$ cat src/rtl/ax_lfsr_decider_if.sv
// Request/decision bundle between the fetch front-end and ax_lfsr_decider.
interface ax_lfsr_decider_if #(
    parameter int LANES       = 4,
    parameter int LEVEL_WIDTH = 5,
    parameter int CNT_WIDTH   = 16
);
    logic                   levelWe;
    logic [LEVEL_WIDTH-1:0] levelIn;
    logic                   reseedReq;
    logic [LANES-1:0]       reqValid;
    logic                   stall;
    logic                   cntClear;
    logic                   ready;
    logic [LANES-1:0]       decValid;
    logic [LANES-1:0]       decApprox;
    logic [LEVEL_WIDTH-1:0] level;
    logic [CNT_WIDTH-1:0]   approxCount;

    modport master (
        output levelWe, levelIn, reseedReq, reqValid, stall, cntClear,
        input  ready, decValid, decApprox, level, approxCount
    );

    modport slave (
        input  levelWe, levelIn, reseedReq, reqValid, stall, cntClear,
        output ready, decValid, decApprox, level, approxCount
    );
endinterface

$ cat src/rtl/ax_lfsr_decider.sv
// Per-lane approximation decider: compares LFSR slices against the programmed
// level, registers one decision per lane with 1-cycle latency, and keeps a
// saturating count of approximated instructions.
module ax_lfsr_decider #(
    parameter int                    LANES       = 4,
    parameter int                    LEVEL_WIDTH = 5,
    parameter int                    LFSR_WIDTH  = 32,
    parameter logic [LFSR_WIDTH-1:0] LFSR_SEED   = 32'h1010,
    parameter logic [LFSR_WIDTH-1:0] TAP_MASK    = 32'h80200003,
    parameter int                    CNT_WIDTH   = 16
) (
    input logic              clk,
    input logic              rstN,
    ax_lfsr_decider_if.slave bus
);

    localparam int                   SUM_W   = CNT_WIDTH + $clog2(LANES + 1);
    localparam logic [CNT_WIDTH-1:0] CNT_MAX = '1;

    typedef enum logic {
        RUN,
        RESEED
    } state_t;

    state_t                 state;
    state_t                 state_next;
    logic                   run_ok;
    logic                   ready;
    logic                   accept_p0;
    logic [LANES-1:0]       approx_p0;
    logic [LFSR_WIDTH-1:0]  lfsr;
    logic [LFSR_WIDTH-1:0]  lfsr_adv;
    logic [LFSR_WIDTH-1:0]  lfsr_next;
    logic [LEVEL_WIDTH-1:0] level_q;
    logic [LANES-1:0]       vld_p1;
    logic [LANES-1:0]       approx_p1;
    logic [CNT_WIDTH-1:0]   cnt;

    // One Galois step: shift right, fold the mask in when a one drops out.
    function automatic logic [LFSR_WIDTH-1:0] lfsr_step(input logic [LFSR_WIDTH-1:0] cur);
        logic [LFSR_WIDTH-1:0] nxt;
        nxt = (cur >> 1) ^ (cur[0] ? TAP_MASK : '0);
        return nxt;
    endfunction

    // Counter plus popcount of new approximations, clamped at all-ones.
    function automatic logic [CNT_WIDTH-1:0] sat_add(input logic [CNT_WIDTH-1:0] base,
                                                     input logic [LANES-1:0]     bits);
        logic [SUM_W-1:0] sum;
        sum = SUM_W'(base);
        for (int i = 0; i < LANES; i++) begin
            sum = sum + SUM_W'(bits[i]);
        end
        if (sum > SUM_W'(CNT_MAX)) begin
            return CNT_MAX;
        end
        return sum[CNT_WIDTH-1:0];
    endfunction

    // ready is held low until the first clock after reset release.
    assign ready = run_ok && (state == RUN);

    // Per-lane decision from the pre-advance LFSR state; a zero level never matches.
    always_comb begin
        approx_p0 = '0;
        for (int i = 0; i < LANES; i++) begin
            approx_p0[i] = bus.reqValid[i] && (lfsr[i*LEVEL_WIDTH +: LEVEL_WIDTH] < level_q);
        end
    end

    // Next LFSR value with lock-up guard (a zero state would never leave zero).
    always_comb begin
        lfsr_adv  = lfsr_step(lfsr);
        lfsr_next = (lfsr_adv == '0) ? LFSR_SEED : lfsr_adv;
    end

    // FSM next state and accept; a reseed request in the same cycle drops the request.
    always_comb begin
        state_next = state;
        accept_p0  = 1'b0;
        case (state)
            RUN: begin
                accept_p0 = ready && !bus.stall && !bus.reseedReq && (|bus.reqValid);
                if (ready && !bus.stall && bus.reseedReq) begin
                    state_next = RESEED;
                end
            end
            RESEED: begin
                if (!bus.stall) begin
                    state_next = RUN;
                end
            end
            default: state_next = RUN;
        endcase
    end

    // FSM state register and the post-reset ready qualifier.
    always_ff @(posedge clk or negedge rstN) begin
        if (!rstN) begin
            state  <= RUN;
            run_ok <= 1'b0;
        end else begin
            state  <= state_next;
            run_ok <= 1'b1;
        end
    end

    // Level register; loads even while stalled.
    always_ff @(posedge clk or negedge rstN) begin
        if (!rstN) begin
            level_q <= '0;
        end else if (bus.levelWe) begin
            level_q <= bus.levelIn;
        end
    end

    // LFSR: reload in RESEED, advance once per accepted request, hold otherwise.
    always_ff @(posedge clk or negedge rstN) begin
        if (!rstN) begin
            lfsr <= LFSR_SEED;
        end else if (!bus.stall) begin
            if (state == RESEED) begin
                lfsr <= LFSR_SEED;
            end else if (accept_p0) begin
                lfsr <= lfsr_next;
            end
        end
    end

    // Decision register stage p0 -> p1; stall freezes both valid and decision.
    always_ff @(posedge clk or negedge rstN) begin
        if (!rstN) begin
            vld_p1    <= '0;
            approx_p1 <= '0;
        end else if (!bus.stall) begin
            vld_p1 <= accept_p0 ? bus.reqValid : '0;
            if (accept_p0) begin
                approx_p1 <= approx_p0;
            end
        end
    end

    // Statistics counter; clear wins over the same-edge increment.
    always_ff @(posedge clk or negedge rstN) begin
        if (!rstN) begin
            cnt <= '0;
        end else if (bus.cntClear) begin
            cnt <= '0;
        end else if (!bus.stall && accept_p0) begin
            cnt <= sat_add(cnt, approx_p0);
        end
    end

    lfsr_never_zero: assert property (@(posedge clk) disable iff (!rstN)
        accept_p0 |-> (lfsr_adv != '0));

    assign bus.ready       = ready;
    assign bus.decValid    = vld_p1;
    assign bus.decApprox   = approx_p1;
    assign bus.level       = level_q;
    assign bus.approxCount = cnt;

endmodule

$ cat src/flat_wrapper.sv
// flat-port wrapper written by rule: the top's interface ports become plain ports
module ax_lfsr_decider_flat 
#(
    parameter int                    LANES       = 4,
    parameter int                    LEVEL_WIDTH = 5,
    parameter int                    LFSR_WIDTH  = 32,
    parameter logic [LFSR_WIDTH-1:0] LFSR_SEED   = 32'h1010,
    parameter logic [LFSR_WIDTH-1:0] TAP_MASK    = 32'h80200003,
    parameter int                    CNT_WIDTH   = 16
)
  (clk, rstN, bus_levelWe, bus_levelIn, bus_reseedReq, bus_reqValid, bus_stall, bus_cntClear, bus_ready, bus_decValid, bus_decApprox, bus_level, bus_approxCount);
  ax_lfsr_decider_if #(.LANES(LANES), .LEVEL_WIDTH(LEVEL_WIDTH), .CNT_WIDTH(CNT_WIDTH)) bus_i ();
  input logic clk;
  input logic rstN;
  input wire logic [$bits(bus_i.levelWe)-1:0] bus_levelWe;
  input wire logic [$bits(bus_i.levelIn)-1:0] bus_levelIn;
  input wire logic [$bits(bus_i.reseedReq)-1:0] bus_reseedReq;
  input wire logic [$bits(bus_i.reqValid)-1:0] bus_reqValid;
  input wire logic [$bits(bus_i.stall)-1:0] bus_stall;
  input wire logic [$bits(bus_i.cntClear)-1:0] bus_cntClear;
  output wire logic [$bits(bus_i.ready)-1:0] bus_ready;
  output wire logic [$bits(bus_i.decValid)-1:0] bus_decValid;
  output wire logic [$bits(bus_i.decApprox)-1:0] bus_decApprox;
  output wire logic [$bits(bus_i.level)-1:0] bus_level;
  output wire logic [$bits(bus_i.approxCount)-1:0] bus_approxCount;
  assign bus_i.levelWe = bus_levelWe;
  assign bus_i.levelIn = bus_levelIn;
  assign bus_i.reseedReq = bus_reseedReq;
  assign bus_i.reqValid = bus_reqValid;
  assign bus_i.stall = bus_stall;
  assign bus_i.cntClear = bus_cntClear;
  assign bus_ready = bus_i.ready;
  assign bus_decValid = bus_i.decValid;
  assign bus_decApprox = bus_i.decApprox;
  assign bus_level = bus_i.level;
  assign bus_approxCount = bus_i.approxCount;
  ax_lfsr_decider #(.LANES(LANES), .LEVEL_WIDTH(LEVEL_WIDTH), .LFSR_WIDTH(LFSR_WIDTH), .LFSR_SEED(LFSR_SEED), .TAP_MASK(TAP_MASK), .CNT_WIDTH(CNT_WIDTH)) u_core (.clk(clk), .rstN(rstN), .bus(bus_i));
endmodule
$ cat config.mk
export PLATFORM = sky130hd
export DESIGN_NAME = ax_lfsr_decider_flat
export DESIGN_NICKNAME = d
export VERILOG_FILES = /design/src/rtl/ax_lfsr_decider_if.sv /design/src/rtl/ax_lfsr_decider.sv /design/src/flat_wrapper.sv
export SDC_FILE = /design/constraint.sdc
export NUM_CORES = 1
export LEC_CHECK = 0
export BUFFER_PORTS_ARGS = -buffer_cell sky130_fd_sc_hd__buf_2
export CORE_MARGIN = 10
export CORE_UTILIZATION = 35
export DETAILED_ROUTE_END_ITERATION = 8
export PLACE_DENSITY = 0.56
export SLEW_MARGIN = 20
export SYNTH_ARGS = -nofsm -noshare
export SYNTH_HDL_FRONTEND = slang
export SYNTH_SLANG_ARGS = --single-unit
$ cat constraint.sdc
create_clock -name clk -period 8.8 [get_ports clk]
set_input_delay 1.76 -clock clk [delete_from_list [all_inputs] [get_ports clk]]
set_output_delay 1.76 -clock clk [all_outputs]
set_load 0.01 [all_outputs]
==> flow_summary.ini <==
[synthesis]
synth_top_area_share_pct = 39.2
ys_async_sr_fraction_pct = 100
synth_cell_types = 62
yosysSeqAreaShare_pct = 40.6
synth.most_common_cell = dfrtp_1
synth_edf_count = 0
synth_cells = 414
yosys_register_bits = 63
synth_top_cells_by_area = dfrtp_1 (39%), ha_1 (6.7%), a22o_1 (6.5%), o21ai_0 (3.3%), nand2_1 (3.0%)
ys.flop_type = dfrtp_1
syn-num-nets = 452
syn_area_per_cell_um2 = 9.41
syn-cell-area_um2 = 3890
synth_top_cell_by_area = dfrtp_1
yosys-top-cells-count = dfrtp_1 (61), nand2_1 (31), a22o_1 (29)
synth.yosys.warnings = 0

[sta]
max_slew_margin_pct = 45.1
period_needed_ns = 5.23
period_share_pct = 59.4
finalSetupViolCount = 0
final_max_slew_viol_count = 0
max_slew.worst_pin.slew_ns = 0.823
skew_ns = 0.00595
rsz0062_at_grt = false
max_freq_mhz = 191
setup_tns_ns = 0
setup_ws_ns = 3.57
hold_violations = 0

[clock_tree]
post_cts_buffers = 0
tritoncts = yes
clock_sinks = 63
htreeDepth = 3
ctsHoldBuffers = 0
clk_pin_slew_ns = 0.07
numCtsBuffers = 9
cts_resized = 0
root_buffer = clkbuf_8
clkLatencyLatePin_ns = 0.34
clockBufferDepth = 2

[critical_path]
setup.worst_path.end_class = flop
crit_path_cell_trace = buf_2 > and3b_1 > ha_1 > inv_1 > fa_1 > inv_1 > ha_1 > inv_1 > fa_1 > o41ai_2 > nand4_1 > o211ai_2 > nor2_1 > a2111oi_0
crit_slowest_cell = fa_1
cp_data_required_time_ns = 9.00
max_stage_delay_ns = 0.49
cp-start-kind = input port
crit_top_cell = inv_1
cp.buffers_inverters = 4
cp_max_fo = 9
path_class = in -> reg
cp.arrival_ns = 5.43
critical-path-top-delay-family = adder cells

[drt]
vias_per_cell = 5.61
drt_first_pass_iters = 4
routed_wirelength_um = 9940
drc = 0
drtIter0Drc = 251
vias = 3300
ant_nets = 0
wire_per_inst_um = 16.9

[place]
pre_cts_ws_ns = 3.21
gp_congestion = 0.905
dp.final_hpwl_um = 7130
port-buffer-count = 44

[grt]
grt_pass1_wl_um = 16600
grt_usage_pct = 12.6
gr-total-overflow = 0
antenna_found_initial = 0
grt_pass1_vias = 3196
grt_max_degree = 64

[floorplan]
fp.dieH_um = 125
dieArea_um2 = 15700
start_util_pct = 35.8
fp-row-count = 38
dieWidth_um = 125
core_um2 = 10900
num_io_pins = 45

[run]
maxCapViolCount = 0

[cells_and_area]
insertedDiodeCount = 0
fin_nets = 482
layout-drive-gt1-share_pct = 16.5
fin_util_pct = 40.2
syn2layout_area_growth_pct = 12.3

[run_status]
outcome = completed

[power]
leakage_nw = 1.98
irDropWorstVdd_v = 0.0000752
powerDensity_nw_per_um2 = 172

[worst_hold_path]
min_path_type = reg -> reg
[stage by stage]
step                      area (um2)  instances  total power, mW  hold WS (ns)
after global routing            4370        588            0.802         0.518
after detailed placement        4190        573            0.518         0.473
after global placement          4190        573            0.515         0.463
after CTS                       4370        588            0.764         0.493
final                           4370        588            0.751         0.487
after floorplan                 3890        414            0.461         0.451
[path summary, 6_finish.rpt]
| check | startpoint | end | slack, ns | depth (start not counted) |
|---|---|---|---|---|
| worst max register to register | u_core.bus.level[1] | u_core.bus.approxCount[3] | 3.83 | 19 |
| worst min-delay path | u_core.bus.decApprox[1] | u_core.bus.decApprox[1] | 0.49 | 2 |
| worst min register to register | u_core.bus.decApprox[1] | u_core.bus.decApprox[1] | 0.49 | 2 |
| max in group asynchronous | rstN | u_core.bus.decValid[1] | 6.66 | 2 |
| worst max-delay path | bus_reqValid[0] | u_core.bus.approxCount[3] | 3.57 | 14 |
| min in group asynchronous | rstN | u_core.bus.approxCount[5] | 1.60 | 2 |
[layer usage]
layer | vias to the layer above | global-route usage [%] | routed length (um)
li1 | 1611 | - | -
met1 | 1599 | 15.5 | 4420
met2 | 78 | 21.0 | 4890
met3 | 12 | 3.46 | 538
met4 | 0 | 3.39 | 94
met5 | - | 0 | 0
[area by class of cell]
cell class                 count  area [um2]
sequential                    63        1580
clock buffer                  11         131
fill                        1089        6520
multi-input combinational    308        2140
inverter                      15        56.3
clock inverter                 4        47.5
tap                          140         175
timing repair buffer          47         243
[cell families after synthesis]
family | synth area share [%]
other cells | 0.0963
buf+inv | 4.59
compound gates | 21.5
flops | 40.6
mux | 1.16
xor+xnor | 2.47
simple gates | 21.9
fa+ha+maj | 7.78
[tightest hold or removal path, stage by stage (launching register included)]
cell and delay (ns):
dfrtp_1 0.35, nand2_1 0.05, o21ai_0 0.06
[placed cells by master, fill, tap and decap left out, types with 4 or more instances in the layout]
cell | netlist | layout
nor4_1 | 12 | 12
ha_1 | 21 | 21
mux2_2 | 4 | 4
nor3_1 | 8 | 7
xnor2_1 | 8 | 8
clkbuf_8 | 0 | 9
a21o_1 | 6 | 6
buf_2 | 5 | 44
nand3b_1 | 4 | 4
nand2_1 | 31 | 31
a31oi_1 | 5 | 5
o21ai_0 | 26 | 26
a21oi_1 | 12 | 12
nand3_1 | 15 | 15
inv_1 | 14 | 14
and3b_1 | 4 | 4
nor2b_1 | 11 | 11
a22o_1 | 29 | 29
a311oi_1 | 4 | 4
nand2b_1 | 8 | 8
and2_1 | 5 | 5
nor2_1 | 24 | 24
or4_1 | 4 | 4
dfrtp_1 | 61 | 61
nand4_1 | 11 | 11
[registers in the layout (all words and copies together), names as in the netlist]
| signal | cells |
|---|---|
| u_core.run_ok | 1 |
| u_core.bus.level | 5 |
| u_core.state | 1 |
| u_core.bus.approxCount | 16 |
| u_core.lfsr | 32 |
| u_core.bus.decApprox | 4 |
| u_core.bus.decValid | 4 |
[power by group]
part	total, mW	switching, mW	internal (mW)
logic	0.151	0.0790	0.0723
registers	0.360	0.0364	0.323
clock network	0.240	0.111	0.129
total	0.751	0.227	0.524
Note: power is estimated with default switching activity, not from simulation.
